File: src/rtl/hub75_pkg.sv
// Shared types for the HUB75 frame-buffer write side: arbiter state encoding,
// pixel layout and the pixel-address width derivation.
package hub75_pkg;

   typedef enum logic [1:0] {
      FB_IDLE      = 2'd0,
      FB_GRANT     = 2'd1,
      FB_SWAP_WAIT = 2'd2
   } fb_arb_state_t;

   localparam int PIX_BPP = 8;

   typedef struct packed {
      logic [PIX_BPP-1:0] r;
      logic [PIX_BPP-1:0] g;
      logic [PIX_BPP-1:0] b;
   } pixel_t;

   function automatic int addr_width(input int hpix, input int vpix);
      return $clog2(hpix * vpix);
   endfunction

endpackage

File: src/rtl/hub75_rr_arbiter.sv
// Combinational round-robin pick: first asserted request strictly after i_ptr,
// wrapping cyclically, so the last winner has lowest priority.
module hub75_rr_arbiter
   import hub75_pkg::*;
#(
   parameter int N  = 2,
   parameter int IW = (N > 1) ? $clog2(N) : 1
) (
   input  logic [N-1:0]  i_req,
   input  logic [IW-1:0] i_ptr,
   output logic          o_any,
   output logic [IW-1:0] o_idx
);

   logic [IW-1:0] w_idx;

   always_comb begin
      o_any = 1'b0;
      o_idx = '0;
      w_idx = '0;
      for (int k = 1; k <= N; k++) begin
         w_idx = IW'((int'(i_ptr) + k) % N);
         if (!o_any && i_req[w_idx]) begin
            o_any = 1'b1;
            o_idx = w_idx;
         end
      end
   end

endmodule

File: src/rtl/hub75_fb_arbiter.sv
// Frame-buffer write-port arbiter with burst-locked round-robin grants and
// end-of-frame bank swap. Define HUB75_FB_ARB_TIMEOUT_EN to revoke idle grants.
module hub75_fb_arbiter
   import hub75_pkg::*;
#(
   parameter int  hpixel_p  = 64,
   parameter int  vpixel_p  = 64,
   parameter int  bpp_p     = 8,
   parameter int  num_req_p = 2,
   parameter int  timeout_p = 255,
   localparam int AW        = addr_width(hpixel_p, vpixel_p),
   localparam int DW        = 3 * bpp_p,
   localparam int IW        = (num_req_p > 1) ? $clog2(num_req_p) : 1
) (
   input  logic                    clk,
   input  logic                    rst_n,
   input  logic [num_req_p-1:0]    i_req_valid,
   input  logic [num_req_p-1:0]    i_req_last,
   input  logic [num_req_p*AW-1:0] i_req_addr,
   input  logic [num_req_p*DW-1:0] i_req_data,
   output logic [num_req_p-1:0]    o_req_ready,
   input  logic                    i_swap_req,
   input  logic                    i_frame_done,
   output logic                    o_fb_wr_en,
   output logic [AW:0]             o_fb_wr_addr,
   output logic [DW-1:0]           o_fb_wr_data,
   output logic                    o_rd_bank,
   output logic                    o_swap_done,
   output logic                    o_busy
);

   fb_arb_state_t r_state, w_state_nxt;
   logic [IW-1:0] r_grant, w_grant_nxt;
   logic [IW-1:0] r_ptr, w_ptr_nxt;
   logic          r_swap_pend, w_swap_pend_nxt;
   logic          r_rd_bank, w_rd_bank_nxt;
   logic          r_swap_done, w_swap_done_nxt;
   logic          r_wr_en;
   logic [AW:0]   r_wr_addr;
   logic [DW-1:0] r_wr_data;
   logic          w_any;
   logic [IW-1:0] w_pick;
   logic          w_accept;
   logic          w_last;
   logic          w_timeout;

   hub75_rr_arbiter #(
      .N  (num_req_p),
      .IW (IW)
   ) u_rr (
      .i_req (i_req_valid),
      .i_ptr (r_ptr),
      .o_any (w_any),
      .o_idx (w_pick)
   );

   assign w_accept = (r_state == FB_GRANT) && i_req_valid[r_grant];
   assign w_last   = w_accept && i_req_last[r_grant];

`ifdef HUB75_FB_ARB_TIMEOUT_EN
   localparam int CW = $clog2(timeout_p + 1);
   logic [CW-1:0] r_idle_cnt;

   // Counts consecutive granted cycles without a beat from the owner.
   always_ff @(posedge clk or negedge rst_n) begin
      if (!rst_n) begin
         r_idle_cnt <= '0;
      end else if ((r_state != FB_GRANT) || w_accept) begin
         r_idle_cnt <= '0;
      end else begin
         r_idle_cnt <= r_idle_cnt + 1'b1;
      end
   end

   assign w_timeout = (r_state == FB_GRANT) && !i_req_valid[r_grant] &&
                      (r_idle_cnt == CW'(timeout_p - 1));
`else
   assign w_timeout = 1'b0;
`endif

   always_comb begin
      w_state_nxt     = r_state;
      w_grant_nxt     = r_grant;
      w_ptr_nxt       = r_ptr;
      w_rd_bank_nxt   = r_rd_bank;
      w_swap_done_nxt = 1'b0;
      w_swap_pend_nxt = r_swap_pend | i_swap_req;
      o_req_ready     = '0;
      case (r_state)
         FB_IDLE: begin
            if (r_swap_pend) begin
               w_state_nxt = FB_SWAP_WAIT;
            end else if (w_any) begin
               w_state_nxt = FB_GRANT;
               w_grant_nxt = w_pick;
            end
         end
         FB_GRANT: begin
            o_req_ready[r_grant] = 1'b1;
            if (w_last || w_timeout) begin
               w_state_nxt = FB_IDLE;
               w_ptr_nxt   = r_grant;
            end
         end
         FB_SWAP_WAIT: begin
            // A swap request arriving here merges into the one being served.
            if (i_frame_done) begin
               w_state_nxt     = FB_IDLE;
               w_rd_bank_nxt   = ~r_rd_bank;
               w_swap_done_nxt = 1'b1;
               w_swap_pend_nxt = 1'b0;
            end
         end
         default: begin
            w_state_nxt = FB_IDLE;
         end
      endcase
   end

   always_ff @(posedge clk or negedge rst_n) begin
      if (!rst_n) begin
         r_state     <= FB_IDLE;
         r_grant     <= '0;
         r_ptr       <= IW'(num_req_p - 1);
         r_swap_pend <= 1'b0;
         r_rd_bank   <= 1'b0;
         r_swap_done <= 1'b0;
      end else begin
         r_state     <= w_state_nxt;
         r_grant     <= w_grant_nxt;
         r_ptr       <= w_ptr_nxt;
         r_swap_pend <= w_swap_pend_nxt;
         r_rd_bank   <= w_rd_bank_nxt;
         r_swap_done <= w_swap_done_nxt;
      end
   end

   // Writes always land in the back bank, i.e. the one not being displayed.
   always_ff @(posedge clk or negedge rst_n) begin
      if (!rst_n) begin
         r_wr_en   <= 1'b0;
         r_wr_addr <= '0;
         r_wr_data <= '0;
      end else begin
         r_wr_en <= w_accept;
         if (w_accept) begin
            r_wr_addr <= {~r_rd_bank, i_req_addr[r_grant*AW +: AW]};
            r_wr_data <= i_req_data[r_grant*DW +: DW];
         end
      end
   end

   assign o_fb_wr_en   = r_wr_en;
   assign o_fb_wr_addr = r_wr_addr;
   assign o_fb_wr_data = r_wr_data;
   assign o_rd_bank    = r_rd_bank;
   assign o_swap_done  = r_swap_done;
   assign o_busy       = (r_state != FB_IDLE);

endmodule

File: config.mk
export PLATFORM = sky130hd
export DESIGN_NAME = hub75_fb_arbiter
export DESIGN_NICKNAME = d
export VERILOG_FILES = /design/src/rtl/hub75_pkg.sv /design/src/rtl/hub75_rr_arbiter.sv /design/src/rtl/hub75_fb_arbiter.sv
export SDC_FILE = /design/constraint.sdc
export NUM_CORES = 1
export LEC_CHECK = 0
export ABC_CLOCK_PERIOD_IN_PS = 4100
export CORE_UTILIZATION = 42
export DETAILED_ROUTE_END_ITERATION = 7
export PLACE_DENSITY_LB_ADDON = 0.15
export SYNTH_ARGS = -nofsm -noshare
export SYNTH_HDL_FRONTEND = slang
export SYNTH_HIERARCHICAL = 1
export SYNTH_SLANG_ARGS = --single-unit
File: constraint.sdc
create_clock -name clk -period 4.1 [get_ports clk]
set_input_delay 0.41 -clock clk [delete_from_list [all_inputs] [get_ports clk]]
set_output_delay 0.41 -clock clk [all_outputs]
set_load 0.005 [all_outputs]
After elaboration in Yosys (flattened, before gate mapping)
Cells that the tools add are included.
- $add $sub $neg: 2
- multipliers: 2
- order comparisons: 4
- equal/unequal tests: 5
- shift-type cells: 2
- mux-type cells: 24
- bitwise operators: 3
- reductions and logical operators: 11
- operator list (kind ; number):
    $shiftx 48x7->24 ; 1
    $shiftx 24x6->12 ; 1
    $mux 1 ; 17
    $mux 2 ; 5
    $lt 1x2->1 const B ; 3
    $mul 1x2->3 const B ; 2
    $pmux 2 s3 ; 1
    $reduce_and 3->1 ; 2
    $logic_and 1x1->1 ; 4
    $ne 2x2->1 const B ; 2
    $reduce_and 2->1 ; 2
    $ne 3x2->1 const B ; 1
    $add 1x1->1 const B ; 2
    $eq 2x1->1 const B ; 1
    $eq 2x2->1 const B ; 1
    $logic_not 2->1 ; 1
    $not 1->1 ; 2
    $reduce_bool 2->1 ; 1
    $demux 1 s1 ; 1
    $ge 1x1->1 const B ; 1
    $logic_not 1->1 ; 1
    $or 1x1->1 ; 1
- flip-flop bits (word level): 45
- input bits: 80

Depth between registers and ports, before layout
Gate-level depths: netlist of run 1.
- depth in word-level cells: 10
- gate-level depth with buffers: 6

By module
Netlist of run 1, hierarchy kept.
- modules (own cells, without submodules) (module ; instances ; cells each ; area an instance (um2) ; sequential area each (um2)):
    hub75_fb_arbiter ; 1 ; 152 ; 2254.7 ; 1127.3
    hub75_rr_arbiter ; 1 ; 2 ; 13.8 ; 0.0

Worst setup path before layout of run 1
Ideal clock, no wire load.
- path type: register to register
- start: reg r_grant
- end: reg r_wr_data[14], in the netlist o_fb_wr_data[14]
- library setup time: 0.125 ns
- arrival: 1.394 ns
- data required time: 3.975 ns
- slack: 2.581 ns
- cell stages (with the launch flop): 5
- period minus slack after synthesis: 1.519 ns
- cells stage by stage: dfrtp_1 > buf_6 > clkbuf_1 > mux2_2 > mux2_4
- word-level cells in the longest chain between the ends: 3
- elaborated cells on any way between the ends: 5
- classes of those cells: mul (1); shift (1); mux (2); reduce/logical (1)
- ends and longest elaborated chain (item ; RTL line ; text):
    start: declaration ; hub75_fb_arbiter.sv:33 ; logic [IW-1:0] r_grant, w_grant_nxt;
    start signal: assignment ; hub75_fb_arbiter.sv:130 ; r_grant <= w_grant_nxt;
    branches (longest 3 deep; another with $mul 1x2->3) ; -- ;
    end signal: assignment ; hub75_fb_arbiter.sv:148 ; r_wr_data <= i_req_data[r_grant*DW +: DW];
    end: declaration ; hub75_fb_arbiter.sv:40 ; logic [DW-1:0] r_wr_data;
Parallel ways; which one is timed is not known. The select of a mux whose other input is x is not followed.
A chain may end at the register's enable or synchronous reset.

Final worst setup path of run 1
- start: reg r_grant
- end: reg r_wr_addr[5], in the netlist o_fb_wr_addr[5]
- word-level cells in the longest chain between the ends: 3
- elaborated cells on any way between the ends: 5
- classes of those cells: mul (1); shift (1); mux (2); reduce/logical (1)
- ends and longest elaborated chain (item ; RTL line ; text):
    branches (longest 3 deep; another with $mul 1x2->3) ; -- ;
    end signal: assignment ; hub75_fb_arbiter.sv:147 ; r_wr_addr <= {~r_rd_bank, i_req_addr[r_grant*AW +: AW]};
    end: declaration ; hub75_fb_arbiter.sv:39 ; logic [AW:0] r_wr_addr;
Parallel ways; which one is timed is not known. The select of a mux whose other input is x is not followed.

==> results of run 1 <==
power by group through the flow:
stage / registers (mW) / clock network, mW / logic (mW)
6_report: 0.870 / 0.330 / 1.09
5_1_grt: 0.901 / 0.358 / 1.16
4_1_cts: 0.877 / 0.336 / 1.10
3_5_place_dp: 0.883 / 0 / 1.09
3_3_place_gp: 0.873 / 0 / 1.07
2_1_floorplan: 0.800 / 0 / 0.596
kinds of logic (layout without fill, tap and decap cells):
group / after synthesis / in the layout / share of synthesized area [%]
compound gates: 7 / 7 / 2.21
buf+inv: 11 / 134 / 3.31
xor+xnor: 1 / 1 / 0.386
simple gates: 16 / 16 / 3.86
mux: 74 / 74 / 40.5
flops: 45 / 45 / 49.7
layer usage:
layer | track usage (%) | wire length [microns] | up-vias
met2 | 30.4 | 2460 | 74
met4 | 6.79 | 67 | 0
met1 | 24.2 | 2210 | 801
met5 | 0 | 0 | -
met3 | 4.76 | 396 | 7
li1 | - | - | 792
final timing paths:
check / from / to / slack, ps
worst max register to register: r_grant / o_fb_wr_addr[5] / 1580
worst min-delay path: rst_n / o_fb_wr_data[2] / 270
min in group clk: o_fb_wr_data[1] / o_fb_wr_data[1] / 490
max in group asynchronous: rst_n / r_grant / 3180
worst max-delay path: r_grant / o_fb_wr_addr[5] / 1580
worst min register to register: o_fb_wr_data[1] / o_fb_wr_data[1] / 490
final cells by class:
class / count / area (sq um)
sequential: 45 / 1130
multi-input combinational: 98 / 1070
clock inverter: 2 / 38.8
fill: 399 / 1500
clock buffer: 6 / 72.6
tap: 70 / 87.6
timing repair buffer: 124 / 1230
inverter: 2 / 7.51
registers in the layout (all words and copies together), names as in the netlist:
register and count:
o_fb_wr_addr 13, o_fb_wr_data 24, o_fb_wr_en 1, o_rd_bank 1, o_swap_done 1, r_grant 1
r_ptr 1, r_state 2, r_swap_pend 1
critical path: cells and delay by family, from the launching register on:
family / cells / cell delay, ps
flops: 1 / 990
simple gates: 1 / 550
buf+inv: 1 / 340
mux: 2 / 520
cell usage after synthesis (2+ instances only):
| cell type | instances |
|---|---|
| buf_6 | 4 |
| mux2_4 | 20 |
| inv_1 | 2 |
| nor3b_1 | 3 |
| nor2_1 | 5 |
| buf_2 | 3 |
| clkbuf_1 | 2 |
| or2_1 | 2 |
| mux2_2 | 40 |
| dfrtp_1 | 44 |
| mux2_1 | 13 |
==> impl_results.md, run 1 <==
- EDFF count, synth: 0
- # Post-CTS Setup Buffers: 0
- Hpwl dp: 3810 microns
- Cell taking the most area after synthesis: dfrtp_1
- Crit start category: flop
- First-pass DRT Iterations: 4
- Switching pwr: 0.643 mW
- Total global-route track usage: 18.7%
- Clk root buf: clkbuf_8
- Vias in the first global route: 1625
- Mean Syn Cell Area: 14.7 sq um
- Fin crit period: 2520 ps
- Worst-Skew Late Latency: 300 ps
- # rows: 26
- Design Area, Final: 3640 sq um
- Post-synth net total: 234
- Register share of total power: 38.1%
- Setup WS pre-CTS: 1520 ps
- Hold/Removal Path Class: primary input to async pin
- RSZ-0062 raised after global routing: no
- IO Pins: 123
- Slew HR: 35.5%
- Final Worst Setup Slack: 1580 ps
- DRC errors left: 0
- Worst endpoint required time: 4290 ps
- Fmax: 397 MHz
- Largest net degree at the start of global routing: 46
- Worst EP arrival: 2700 ps
- Antenna violations before repair: 0
- Congestion Overflow GR: 0
- Placer Congestion: 0.674
- Die area: 5700 sq um
- FF-to-FF path depth: 4
- Area grow syn2layout: 60.3%
- Peak VDD IR: 0.430 mV
- Longest Clk Path Bufs: 2
- Dpl cells: 339
- Layout cells sized above 1: 26.7%
- Leak: 1.49 nW
- Switching portion of total power: 28.1%
- Fin nets: 356
- Layout Utilization: 70.8%
- Outcome: finished, final reports clean
- Reg clk slew, reported paths: 90 ps
- Core footprint: 5140 sq um
- Slowest cell on the critical path: dfrtp_2
- Peak per-stage delay on the critical path: 990 ps
- Vias: 1674
- Clock Power Share: 14.4%
- Final ANT Viol Nets: 0
- Hold buffers post-CTS: 0
- Area share of the largest cell type after synthesis: 48.5%
- Most common cell after layout, fill and taps aside: clkdlybuf4s50_1
- CP Max Fanout: 44
- Most frequent cells in the layout: clkdlybuf4s50_1 (121), dfrtp_1 (43), mux2_2 (40), mux2_4 (20), mux2_1 (13)
- Routed WL per cell: 14.8 microns
- CP endpoint kind: flop
- Total power: 2.29 mW
- CTS tree: built
- H-Tree Depth: 2
- Maxcap violations: 0
- Die H: 75.5 microns
- Fin cells: 347
- Post-DP Area: 3530 sq um
- Internal: 1.64 mW
- Number of register bits inferred by synthesis: 45
- Ys async rst share: 100%
- Comb pwr share: 47.5%
- Post-Syn Area: 2270 sq um
- Clock Skew: 5.75 ps
- Total CTS buffers: 5
- Clk sink count: 45
- Tightest Pin Transition: 968 ps
- Synth Flop Type: dfrtp_1
- Gates resized, CTS repair: 0
- Fin. max-slew vios: 0
- Final Cycle Share: 61.4%
- Top post-synthesis cells by area: dfrtp_1 (49%), mux2_2 (20%), mux2_4 (13%), mux2_1 (6.5%), buf_6 (2.0%)
- Setup violators final: 0
- Die width: 75.5 microns
- Number of DRC markers in iteration 0: 41
- Worst path cell trace: mux2i_4, nor2_4, buf_4, mux2_2
- First-pass GRT wire length: 7820 microns
- YS warnings: 6
- Hold WS: 268 ps
- Setup TNS: 0 ps
- Final hold violation count: 0
- Unique cell type count in the Yosys netlist: 27
- Buffers on Ports: 122
- Antenna diode count: 0
- Register area share after synthesis: 49.7%
- Power Dens Cells: 628 nW/um^2
- Vias/cell: 4.82
- Initial Util: 44.1%
- Setup Crit Path Kind: flop to flop
- Final WL: 5130 microns
- Post-Synthesis Cells: 154
No activity file was read; power rests on OpenSTA's default activity.
==> run 2: changes to the inputs <==
Settings changed: ABC_CLOCK_PERIOD_IN_PS 4100 to 2100, CORE_UTILIZATION 42 to 35.
Clock period 4.1 ns to 2.1 ns, I/O delays scaled along.
==> impl_results.md, run 2 (synthesized netlist as in run 1, its figures left out) <==
- Outcome: finished, final reports clean
- Most frequent cells in the layout: clkdlybuf4s50_1 (121), dfrtp_1 (43), mux2_2 (40), mux2_4 (20), mux2_1 (13)
- Antenna diode count: 0 (unchanged)
- Vias in the first global route: 1693 (+4.2%)
- Die H: 82.5 microns (+9.3%)
- Switching portion of total power: 27.9% (-0.21 points)
- H-Tree Depth: 2 (unchanged)
- Largest net degree at the start of global routing: 25 (-46%)
- CP endpoint kind: primary output
- Post-DP Area: 3570 sq um (+1.4%)
- Fin. max-slew vios: 0 (unchanged)
- IO Pins: 123 (unchanged)
- Clock Power Share: 12.8% (-1.6 points)
- Worst-Skew Late Latency: 290 ps (about the same)
- Placer Congestion: 0.699 (+3.7%)
- Core footprint: 6100 sq um (+19%)
- Longest Clk Path Bufs: 2 (unchanged)
- Fin nets: 361 (+1.4%)
- Max reg flops: 24 (unchanged)
- Worst endpoint required time: 1890 ps (-2400 ps)
- Design Area, Final: 3690 sq um (+1.3%)
- Final ANT Viol Nets: 0 (unchanged)
- Register share of total power: 35.1% (-3.0 points)
- Vias: 1659 (-0.90%)
- Final hold violation count: 0 (unchanged)
- Final Worst Setup Slack: 253 ps (-1330 ps)
- Grt met3 use: 3.96% (-0.81 points)
- Fmax: 541 MHz
- R2r setup slk: 480 ps (-1100 ps)
- Met2 Track Usage GR: 28.9% (-1.4 points)
- Peak VDD IR: 0.754 mV (+75%)
- Maxcap violations: 0 (unchanged)
- Busiest grt layer: met2
- Power Dens Cells: 1200 nW/um^2 (+91%)
- RSZ-0062 raised after global routing: no
- Total CTS buffers: 5 (unchanged)
- Setup TNS: 0 ps (unchanged)
- Setup WS pre-CTS: 334 ps (-1190 ps)
- Area grow syn2layout: 62.5%
- DRC errors left: 0 (unchanged)
- Switching pwr: 1.23 mW (+92%)
- Total global-route track usage: 16.2% (-2.5 points)
- Die width: 82.5 microns (+9.3%)
- FF-to-FF path depth: 4 (unchanged)
- Setup Crit Path Kind: flop to primary output
- CP Max Fanout: 6 (-86%)
- Initial Util: 37.2% (-6.9 points)
- Clock Skew: 3.40 ps (-2.35 ps)
- Congestion Overflow GR: 0 (unchanged)
- CTS tree: built
- Setup violators final: 0 (unchanged)
- Slowest cell on the critical path: clkdlybuf4s50_1
- Hold/Removal Path Class: primary input to async pin
- Buffers on Ports: 122 (unchanged)
- Clk sink count: 45 (unchanged)
- Routed WL per cell: 14.6 microns (-1.3%)
- Layout fillers: 537 (+35%)
- Reg clk slew, reported paths: 80 ps (about the same)
- Crit start category: flop
- First-pass GRT wire length: 8090 microns (+3.5%)
- Multi-input logic area: 1070 sq um (unchanged)
- Register area: 1130 sq um (unchanged)
- # rows: 28 (+7.7%)
- Die area: 6810 sq um (+19%)
- Final Cycle Share: 87.9%
- Internal: 3.18 mW (+94%)
- Peak per-stage delay on the critical path: 510 ps (-480 ps)
- Worst EP arrival: 1640 ps (-1060 ps)
- Comb pwr share: 52.0% (+4.5 points)
- Slew HR: 78.6% (+43 points)
- Tightest Pin Transition: 321 ps (-647 ps)
- Final WL: 5210 microns (+1.5%)
- Worst path cell trace: nand2b_1, nor2_1, clkdlybuf4s50_1
- Vias/cell: 4.65 (-3.7%)
- Layout cells sized above 1: 28.0% (+1.3 points)
- Antenna violations before repair: 0 (unchanged)
- # Post-CTS Setup Buffers: 0 (unchanged)
- Most common cell after layout, fill and taps aside: clkdlybuf4s50_1
- Gates resized, CTS repair: 0 (unchanged)
- Met1 usage: 18.8% (-5.4 points)
- Leak: 1.52 nW (+1.7%)
- Clk root buf: clkbuf_8
- Number of DRC markers in iteration 0: 12 (-71%)
- First-pass DRT Iterations: 4 (unchanged)
- Fin crit period: 1850 ps
- Hpwl dp: 4110 microns (+7.8%)
## run 2: repair_timing
item / CTS / global route
setup endpoints to repair: 0 / 0
hold buffers: 1 / 0
hold endpoints to repair: 13 / 0
## run 2: final timing paths
kind                                  from         endpoint
min in group clk                i_swap_req      r_swap_pend
min reg2reg                o_fb_wr_data[2]  o_fb_wr_data[2]
min                                  rst_n  o_fb_wr_data[9]
max reg2reg                     r_state[1]  o_fb_wr_addr[7]
max in group asynchronous            rst_n            r_ptr
max                             r_state[1]   o_req_ready[1]
## run 2: final cells by class
cell class	count	area share, %
clock buffers	7	2.61
clock inverters	1	0.136
inverters	2	0.204
multi-input cells	98	29.1
flip-flops and latches	45	30.6
well taps	75	2.55
repair buffers	129	34.8
## run 2: worst max-delay path, delay by kind of cell (launching register included)
family | cells | cell delay, ps
buffers and inverters | 1 | 510
flip-flops | 1 | 440
AND/OR/NAND/NOR | 2 | 410
## run 2: layer usage
layer	wire length (microns)	vias up
met3	411	9
met1	2030	784
met4	83	0
li1	-	804
met2	2680	62
met5	0	-
## run 2: power by group through the flow
| stage | sequential (mW) | clock [mW] | combinational (mW) |
|---|---|---|---|
| floorplan | 1.56 | 0 | 1.16 |
| global placement | 1.56 | 0 | 2.31 |
| detailed placement | 1.57 | 0 | 2.34 |
| CTS | 1.56 | 0.592 | 2.35 |
| global route | 1.61 | 0.629 | 2.48 |
| finish | 1.55 | 0.567 | 2.30 |
## run 2: per-stage QoR
step,hold slack (ps),cells,power (mW),utilization [%]
after global placement,127,348,3.87,58.6
final,338,357,4.41,60.5
after global routing,384,357,4.72,60.5
after floorplan,-85.6,154,2.72,-
after CTS,345,357,4.50,60.5
after detailed placement,131,348,3.91,58.6
